## src/rtl/adc_data_format.sv

```systemverilog
// ADC lane formatter: per-sample offset-binary -> two's complement, 1+PIPE_DEPTH cycle latency, no backpressure.
// Output validity is gated until SETTLE_CYCLES valid words have been seen after reset; ramp checker under ADC_DATA_FORMAT_RAMP_CHECK_EN.
module adc_data_format #(
  parameter int NCHAN         = 4,
  parameter int SERDES_RATIO  = 8,
  parameter int SAMPLE_W      = 10,
  parameter int PIPE_DEPTH    = 2,
  parameter int SETTLE_CYCLES = 16
) (
  input  logic                                   clk_div_a,
  input  logic                                   rst,
  input  logic                                   fmt_signed,
  input  logic [NCHAN*SERDES_RATIO*SAMPLE_W-1:0] din,
  input  logic                                   din_valid,
  output logic [NCHAN*SERDES_RATIO*SAMPLE_W-1:0] dout,
  output logic                                   dout_valid,
  output logic                                   flag,
  input  logic                                   err_clr,
  output logic [15:0]                            ramp_err_cnt
);

  localparam int DW = NCHAN * SERDES_RATIO * SAMPLE_W;
  localparam int NS = NCHAN * SERDES_RATIO;
  localparam int CW = $clog2(SETTLE_CYCLES + 1);

  function automatic logic [DW-1:0] msb_mask();
    logic [DW-1:0] m;
    m = '0;
    for (int s = 0; s < NS; s++) m[s*SAMPLE_W+SAMPLE_W-1] = 1'b1;
    return m;
  endfunction

  localparam logic [DW-1:0] MSB_MASK = msb_mask();

  typedef enum logic [1:0] {IDLE, SETTLE, RUN} state_e;

  state_e          state_q, state_d;
  logic [CW-1:0]   cnt_q, cnt_d;
  logic            flag_q;

  always_ff @(posedge clk_div_a) begin
    if (rst) begin
      state_q <= IDLE;
      cnt_q   <= '0;
      flag_q  <= 1'b0;
    end else begin
      state_q <= state_d;
      cnt_q   <= cnt_d;
      flag_q  <= (state_d == RUN);
    end
  end

  always_comb begin
    state_d = state_q;
    cnt_d   = cnt_q;
    case (state_q)
      IDLE:   state_d = SETTLE;
      SETTLE: begin
        if (din_valid) begin
          cnt_d = cnt_q + CW'(1);
          if (cnt_q == CW'(SETTLE_CYCLES - 1)) state_d = RUN;
        end
      end
      RUN:    state_d = RUN;
      default: state_d = IDLE;
    endcase
  end

  assign flag = flag_q;

  // Subtracting 2^(SAMPLE_W-1) modulo 2^SAMPLE_W is exactly an MSB flip.
  logic [DW-1:0] conv;
  assign conv = din ^ (fmt_signed ? MSB_MASK : '0);

  logic [DW-1:0]     dat_q [PIPE_DEPTH+1];
  logic [PIPE_DEPTH:0] vld_q;

  always_ff @(posedge clk_div_a) begin
    if (rst) begin
      for (int i = 0; i <= PIPE_DEPTH; i++) dat_q[i] <= '0;
      vld_q <= '0;
    end else begin
      dat_q[0] <= conv;
      vld_q[0] <= din_valid && (state_q == RUN);
      for (int i = 1; i <= PIPE_DEPTH; i++) begin
        dat_q[i] <= dat_q[i-1];
        vld_q[i] <= vld_q[i-1];
      end
    end
  end

  assign dout       = dat_q[PIPE_DEPTH];
  assign dout_valid = vld_q[PIPE_DEPTH];

`ifdef ADC_DATA_FORMAT_RAMP_CHECK_EN
  logic [SAMPLE_W-1:0] last_q [NCHAN];
  logic [SAMPLE_W-1:0] last_d [NCHAN];
  logic                have_prev_q, have_prev_d;
  logic [15:0]         err_cnt_q, err_cnt_d;
  logic [16:0]         sum_c;
  logic                bad_c;
  logic                chk_c;

  always_comb begin
    chk_c       = din_valid && (state_q == RUN);
    sum_c       = {1'b0, err_cnt_q};
    bad_c       = 1'b0;
    have_prev_d = have_prev_q | chk_c;
    for (int c = 0; c < NCHAN; c++) begin
      last_d[c] = last_q[c];
      // Cross-word continuity only once a previous RUN word exists.
      bad_c = have_prev_q &&
              (din[c*SERDES_RATIO*SAMPLE_W +: SAMPLE_W] != SAMPLE_W'(last_q[c] + 1'b1));
      for (int k = 0; k < SERDES_RATIO - 1; k++) begin
        if (din[(c*SERDES_RATIO+k+1)*SAMPLE_W +: SAMPLE_W] !=
            SAMPLE_W'(din[(c*SERDES_RATIO+k)*SAMPLE_W +: SAMPLE_W] + 1'b1))
          bad_c = 1'b1;
      end
      if (chk_c) begin
        last_d[c] = din[(c*SERDES_RATIO+SERDES_RATIO-1)*SAMPLE_W +: SAMPLE_W];
        if (bad_c) sum_c = sum_c + 17'd1;
      end
    end
    if (err_clr)       err_cnt_d = '0;
    else if (sum_c[16]) err_cnt_d = 16'hFFFF;
    else               err_cnt_d = sum_c[15:0];
  end

  always_ff @(posedge clk_div_a) begin
    if (rst) begin
      for (int c = 0; c < NCHAN; c++) last_q[c] <= '0;
      have_prev_q <= 1'b0;
      err_cnt_q   <= '0;
    end else begin
      for (int c = 0; c < NCHAN; c++) last_q[c] <= last_d[c];
      have_prev_q <= have_prev_d;
      err_cnt_q   <= err_cnt_d;
    end
  end

  assign ramp_err_cnt = err_cnt_q;
`else
  logic unused_err_clr;
  assign unused_err_clr = err_clr;
  assign ramp_err_cnt   = '0;
`endif

endmodule

```

## config.mk

```make
export PLATFORM = sky130hd
export DESIGN_NAME = adc_data_format
export DESIGN_NICKNAME = d
export VERILOG_FILES = /design/src/rtl/adc_data_format.sv
export SDC_FILE = /design/constraint.sdc
export NUM_CORES = 1
export LEC_CHECK = 0
export ABC_AREA = 1
export CORE_MARGIN = 2
export CORE_UTILIZATION = 45
export CTS_CLUSTER_SIZE = 20
export DETAILED_ROUTE_END_ITERATION = 8
export PLACE_DENSITY = 0.85
export SLEW_MARGIN = 20
export SYNTH_ARGS = -nofsm -noshare
export SYNTH_HDL_FRONTEND = slang
export SYNTH_SLANG_ARGS = --single-unit
```

## constraint.sdc

```tcl
create_clock -name clk_div_a -period 1.3 [get_ports clk_div_a]
set_clock_uncertainty 0.1 [all_clocks]
set_input_delay 0.195 -clock clk_div_a [delete_from_list [all_inputs] [get_ports clk_div_a]]
set_output_delay 0.195 -clock clk_div_a [all_outputs]
set_load 0.01 [all_outputs]
```

# Word-level counts from Yosys, hierarchy flattened
# Memories as Yosys holds them, arrays and structs flattened.
# Index checks and enable logic that the tools add are counted.
# classes
n_addsub	1
eq_ne	4
mux	10
bitwise_logic	4
n_reduce_logical	3
# ops
op	n
$mux 320	4
$xor 320x320->320	1
$pmux 2 s3	1
$add 5x1->5 const B	1
$eq 5x4->1 const B	1
$eq 2x2->1 const B	2
$mux 2	2
$mux 1	3
$or 1x1->1	3
$eq 2x1->1 const B	1
$logic_not 2->1	1
$reduce_and 2->1	1
$logic_and 1x1->1	1
# totals
reg_bits	11
mem_bits_rw	960
elab_cells	27
memories	1
# memory_table
name	depth	word_bits	read_ports	rd_clocked_by_memory_dff	write_ports	line_no	rtl
dat_q	3	320	3	0	3	75	logic [DW-1:0] dat_q [PIPE_DEPTH+1];

# Logic depth before layout (Yosys ltp)
# depth
depth_word	5
depth_mapped	7
depth_no_buf	7

# Worst setup path before layout
# OpenSTA, ideal clock, no wires.
# synth_timing
path_kind	reg-to-reg
from	reg cnt_q[0]
to	reg flag_q, in the netlist flag
t_arrival_ns	1.034
required_ns	1.084
setup_slack_ns	0.050
path_stages_with_launch	8
synth_period_minus_slack_ns	1.250
cell_sequence	dfxtp_1 -> ha_1 -> inv_1 -> nor2_1 -> ha_1 -> nand3_1 -> nand2_1 -> and3_1
# synth_between
elab_chain_cells	5
# synth_lines
item	line_no	rtl
from (decl)	38	logic [CW-1:0] cnt_q, cnt_d;
from (signal assigned)	48	cnt_q <= cnt_d;
$eq 5x4->1	61	if (cnt_q == CW'(SETTLE_CYCLES - 1)) state_d = RUN;
$mux 2	61	
$mux 2	59	if (din_valid) begin
$pmux 2 s3	56	case (state_q)
$eq 2x2->1	49	flag_q <= (state_d == RUN);
to (signal assigned)	49	
to (decl)	39	logic flag_q;
# Every way passes these cells.
# A chain may end at the register's enable or synchronous reset.

# Final worst setup path
# layout_timing
from	reg flag_q, in the netlist flag
to	out flag
# layout_rtl
item	line_no	rtl
to (decl)	17	output logic flag,
# No word-level cell between the ends.

==> flow_summary.ini <==
[yosys]
ys_async_sr_fraction_pct = 0
yosysMostFrequentCell = dfxtp_1
synth.cell_area_um2 = 30150
synth_cell_type_count = 15
leading_post_synthesis_cells_by_cell_area = dfxtp_1 64%, nor2_1 12%, inv_1 12%
yosysWarningCount = 0
postSynthCellCount = 3385
post_synth_most_frequent_cells = 971 x dfxtp_1, 970 x nor2_1, 935 x inv_1
synthAdderAreaFrac_pct = 0.08300
synth_top_family_by_area = buffers and inverters
share_of_synthesized_cell_area_in_and_or_nand_and_nor_gates_pct = 12.41
synth_largest_area_cell = dfxtp_1
yosysSeqAreaShare_pct = 64.48
synth_compound_gate_area_share_pct = 0.06640
synth_xor_xnor_area_share_pct = 0.9297
synthMuxAreaShare_pct = 0
synth_edf_count = 0
synth-seq-cells = 971
synth_top_area_share_pct = 64.48
synth_area_per_cell_um2 = 8.906
ys.flop_type = dfxtp_1

[status]
status = finished, violations left
violated_checks = DRC, setup timing

[die]
die_area_um2 = 69080
rows = 94
die_h_um = 262.8
io_pins = 663
dieWidth_um = 262.8
floorplan.initialDensity_pct = 45.61
core_region_area_um2 = 66100

[min_path]
min_path_cells = 3
min-delay-start = din[174]
timing.hold.worst_endpoint = dat_q[0][174]
min_path_type = in2reg

[cells_and_area]
nNetsFinal = 4326
final.fill_count = 4339
share_of_post_route_cells_with_drive_strength_above_1_pct = 19.43
final_core_utilization_pct = 62.45
area.growth.synth_to_final_pct = 36.91

[drt]
post-route-drc-count = 2
drtAntennaViolNets = 0
first_iter_violations = 1295
detailedRoute.firstPassIterationCount = 9
viasPerCell = 4.343
drt-wirelength-per-cell_um = 17.16
drt-total-wl_um = 84770
vias = 21458

[clocking]
cts_tree = built
cts_root_buf = clkbuf_16
cts-root-to-sink-buffers = 3
htree_num_levels = 3
cts.sinks = 971
clk_latency_ns = 0.65
path_clk_slew_ns = 0.06
clock_buffers_created_by_tritoncts = 92

[timing]
slew_viol_final = 0
post-route-worst-setup-slack_ns = -0.1361
final-hold-violation-count = 0
fin_crit_ns = 1.436
period_share_pct = 110.5
finalSetupViolations = 322
maxSlewHeadroom_pct = 62.76
timing_worst_slew_pin_value_ns = 0.5566
max_freq_ghz = 0.6963
grt_setup_unrepaired = yes
hold-worst-slack_ns = 0.01512
setup_tns_ns = -19.76

[setup_path]
timing.setup.critical_path_class = reg2out
critical-path-max-stage-delay_ns = 0.40
cp_data_arrival_time_ns = 1.14
cp.buffers_inverters = 1
critPathCaptureType = output pin
worstPathCellList = buf_6
critPathSlowestCell = dfxtp_4
critical_path.reg2reg.startpoint = cnt_q[0]
worst_ep_required_time_ns = 1.00
critPathTopFamily = flip-flops
crit_path_start_kind = flip-flop
reg2reg_setup_slack_ns = 0.08
crit_fanout = 1
reg2reg_depth = 7
rr_endpoint = state_q[1]

[run]
cap_viol_max_count = 0

[placement]
finalWeightedCongestion = 0.8295
port_buffers = 645
placed_wire_length_estimate_after_detailed_placement_um = 42920

[grt]
grt_util_met1_pct = 21.30
busiest_layer = met2
first_global_vias = 22914
grt_use_met3_pct = 6.053
number_of_antenna_violations_at_the_first_check_in_global_routing = 10
globalRouteOverflowTotal = 0
maximum_number_of_pins_on_one_net_before_global_route_repair = 84
grtUsageTotal_pct = 22.29
global_route_wire_length_before_repair_um = 120300
grtUsageMet2_pct = 41.21

[power]
total_leakage_power_nw = 19.37
vdd_ir_drop_max_v = 0.001669
power.density_cell_area_nw_per_um2 = 1538
[where the power goes]
part	internal, W	switching [W]
sequential	0.0310	0.000469
clock	0.0156	0.0117
combinational	0.00248	0.00220
total	0.0491	0.0143
[cell usage in the layout (no fill, tap or decap), types with 2 or more instances in the layout]
cell	Yosys	final
nor2_1	970	969
inv_1	935	934
dfxtp_1	971	712
clkdlybuf4s50_1	0	321
buf_6	0	259
dfxtp_2	0	258
dlygate4sd3_1	0	246
clkbuf_16	0	93
buf_2	90	64
buf_4	357	38
xnor2_1	32	32
clkbuf_1	0	24
clkbuf_8	0	23
buf_12	0	23
conb_1	1	16
nand2_1	16	15
clkinv_2	0	11
diode_2	0	6
bufinv_16	0	5
inv_6	0	4
nand3_1	3	3
a21oi_1	3	3
nor2_2	1	2
and3_1	2	2
clkinv_16	0	2
[routing by layer]
layer | up-vias | part of all wire, %
li1 | 10115 | -
met1 | 9884 | 34
met2 | 1018 | 51
met3 | 429 | 7.1
met4 | 12 | 8.0
met5 | - | 0.086
[flip-flops by register name (all words and copies together) (netlist names)]
name     flops
dat_q      960
cnt_q        5
vld_q        3
state_q      2
flag         1
[layout make-up]
class / instances / area (um2) / area share, %
Inverter: 935 / 3510 / 8.503
Antenna cell: 6 / 15.01 / 0.03638
Timing Repair Buffer: 952 / 9673 / 23.44
Tap cell: 864 / 1081 / 2.619
Clock inverter: 26 / 355.3 / 0.8609
Multi-Input combinational cell: 1047 / 4143 / 10.04
Clock buffer: 140 / 2734 / 6.623
Sequential cell: 971 / 19770 / 47.89
[metrics by stage]
stage,total power [W],instances,setup WS [ns],instance area [um2]
3_5_place_dp,0.03568,4524,-0.1458,35380
2_1_floorplan,0.03392,3400,0.05048,30200
3_3_place_gp,0.03552,4524,-0.1504,35380
5_1_grt,0.06532,4939,-0.1795,41270
4_1_cts,0.06300,4935,-0.1821,40710
6_report,0.06347,4941,-0.1361,41280
[worst max path at each step]
stage               from  endpoint  slack (ns)  cells after the start
3_3_place_gp   din_valid  cnt_q[3]       -0.15                      6
6_report            flag      flag       -0.14                      1
4_1_cts             flag      flag       -0.18                      1
3_5_place_dp   din_valid  cnt_q[3]       -0.15                      6
5_1_grt             flag      flag       -0.18                      1
2_1_floorplan   cnt_q[0]      flag        0.05                      7
[cells by family after synthesis]
kind of cell | count (synthesis)
simple gates | 993
flops | 971
fa+ha+maj | 2
compound gates | 4
xor+xnor | 32
other cells | 1
buf+inv | 1382
[repair_timing]
action,in CTS,in global routing
pin swaps,0,1
endpoints found under the setup margin,322,325
hold buffers,246,0
endpoints found under the hold margin,368,0
buffers inserted,0,0
gates resized for setup,1724,169
Note: power is estimated with default switching activity, not from simulation.
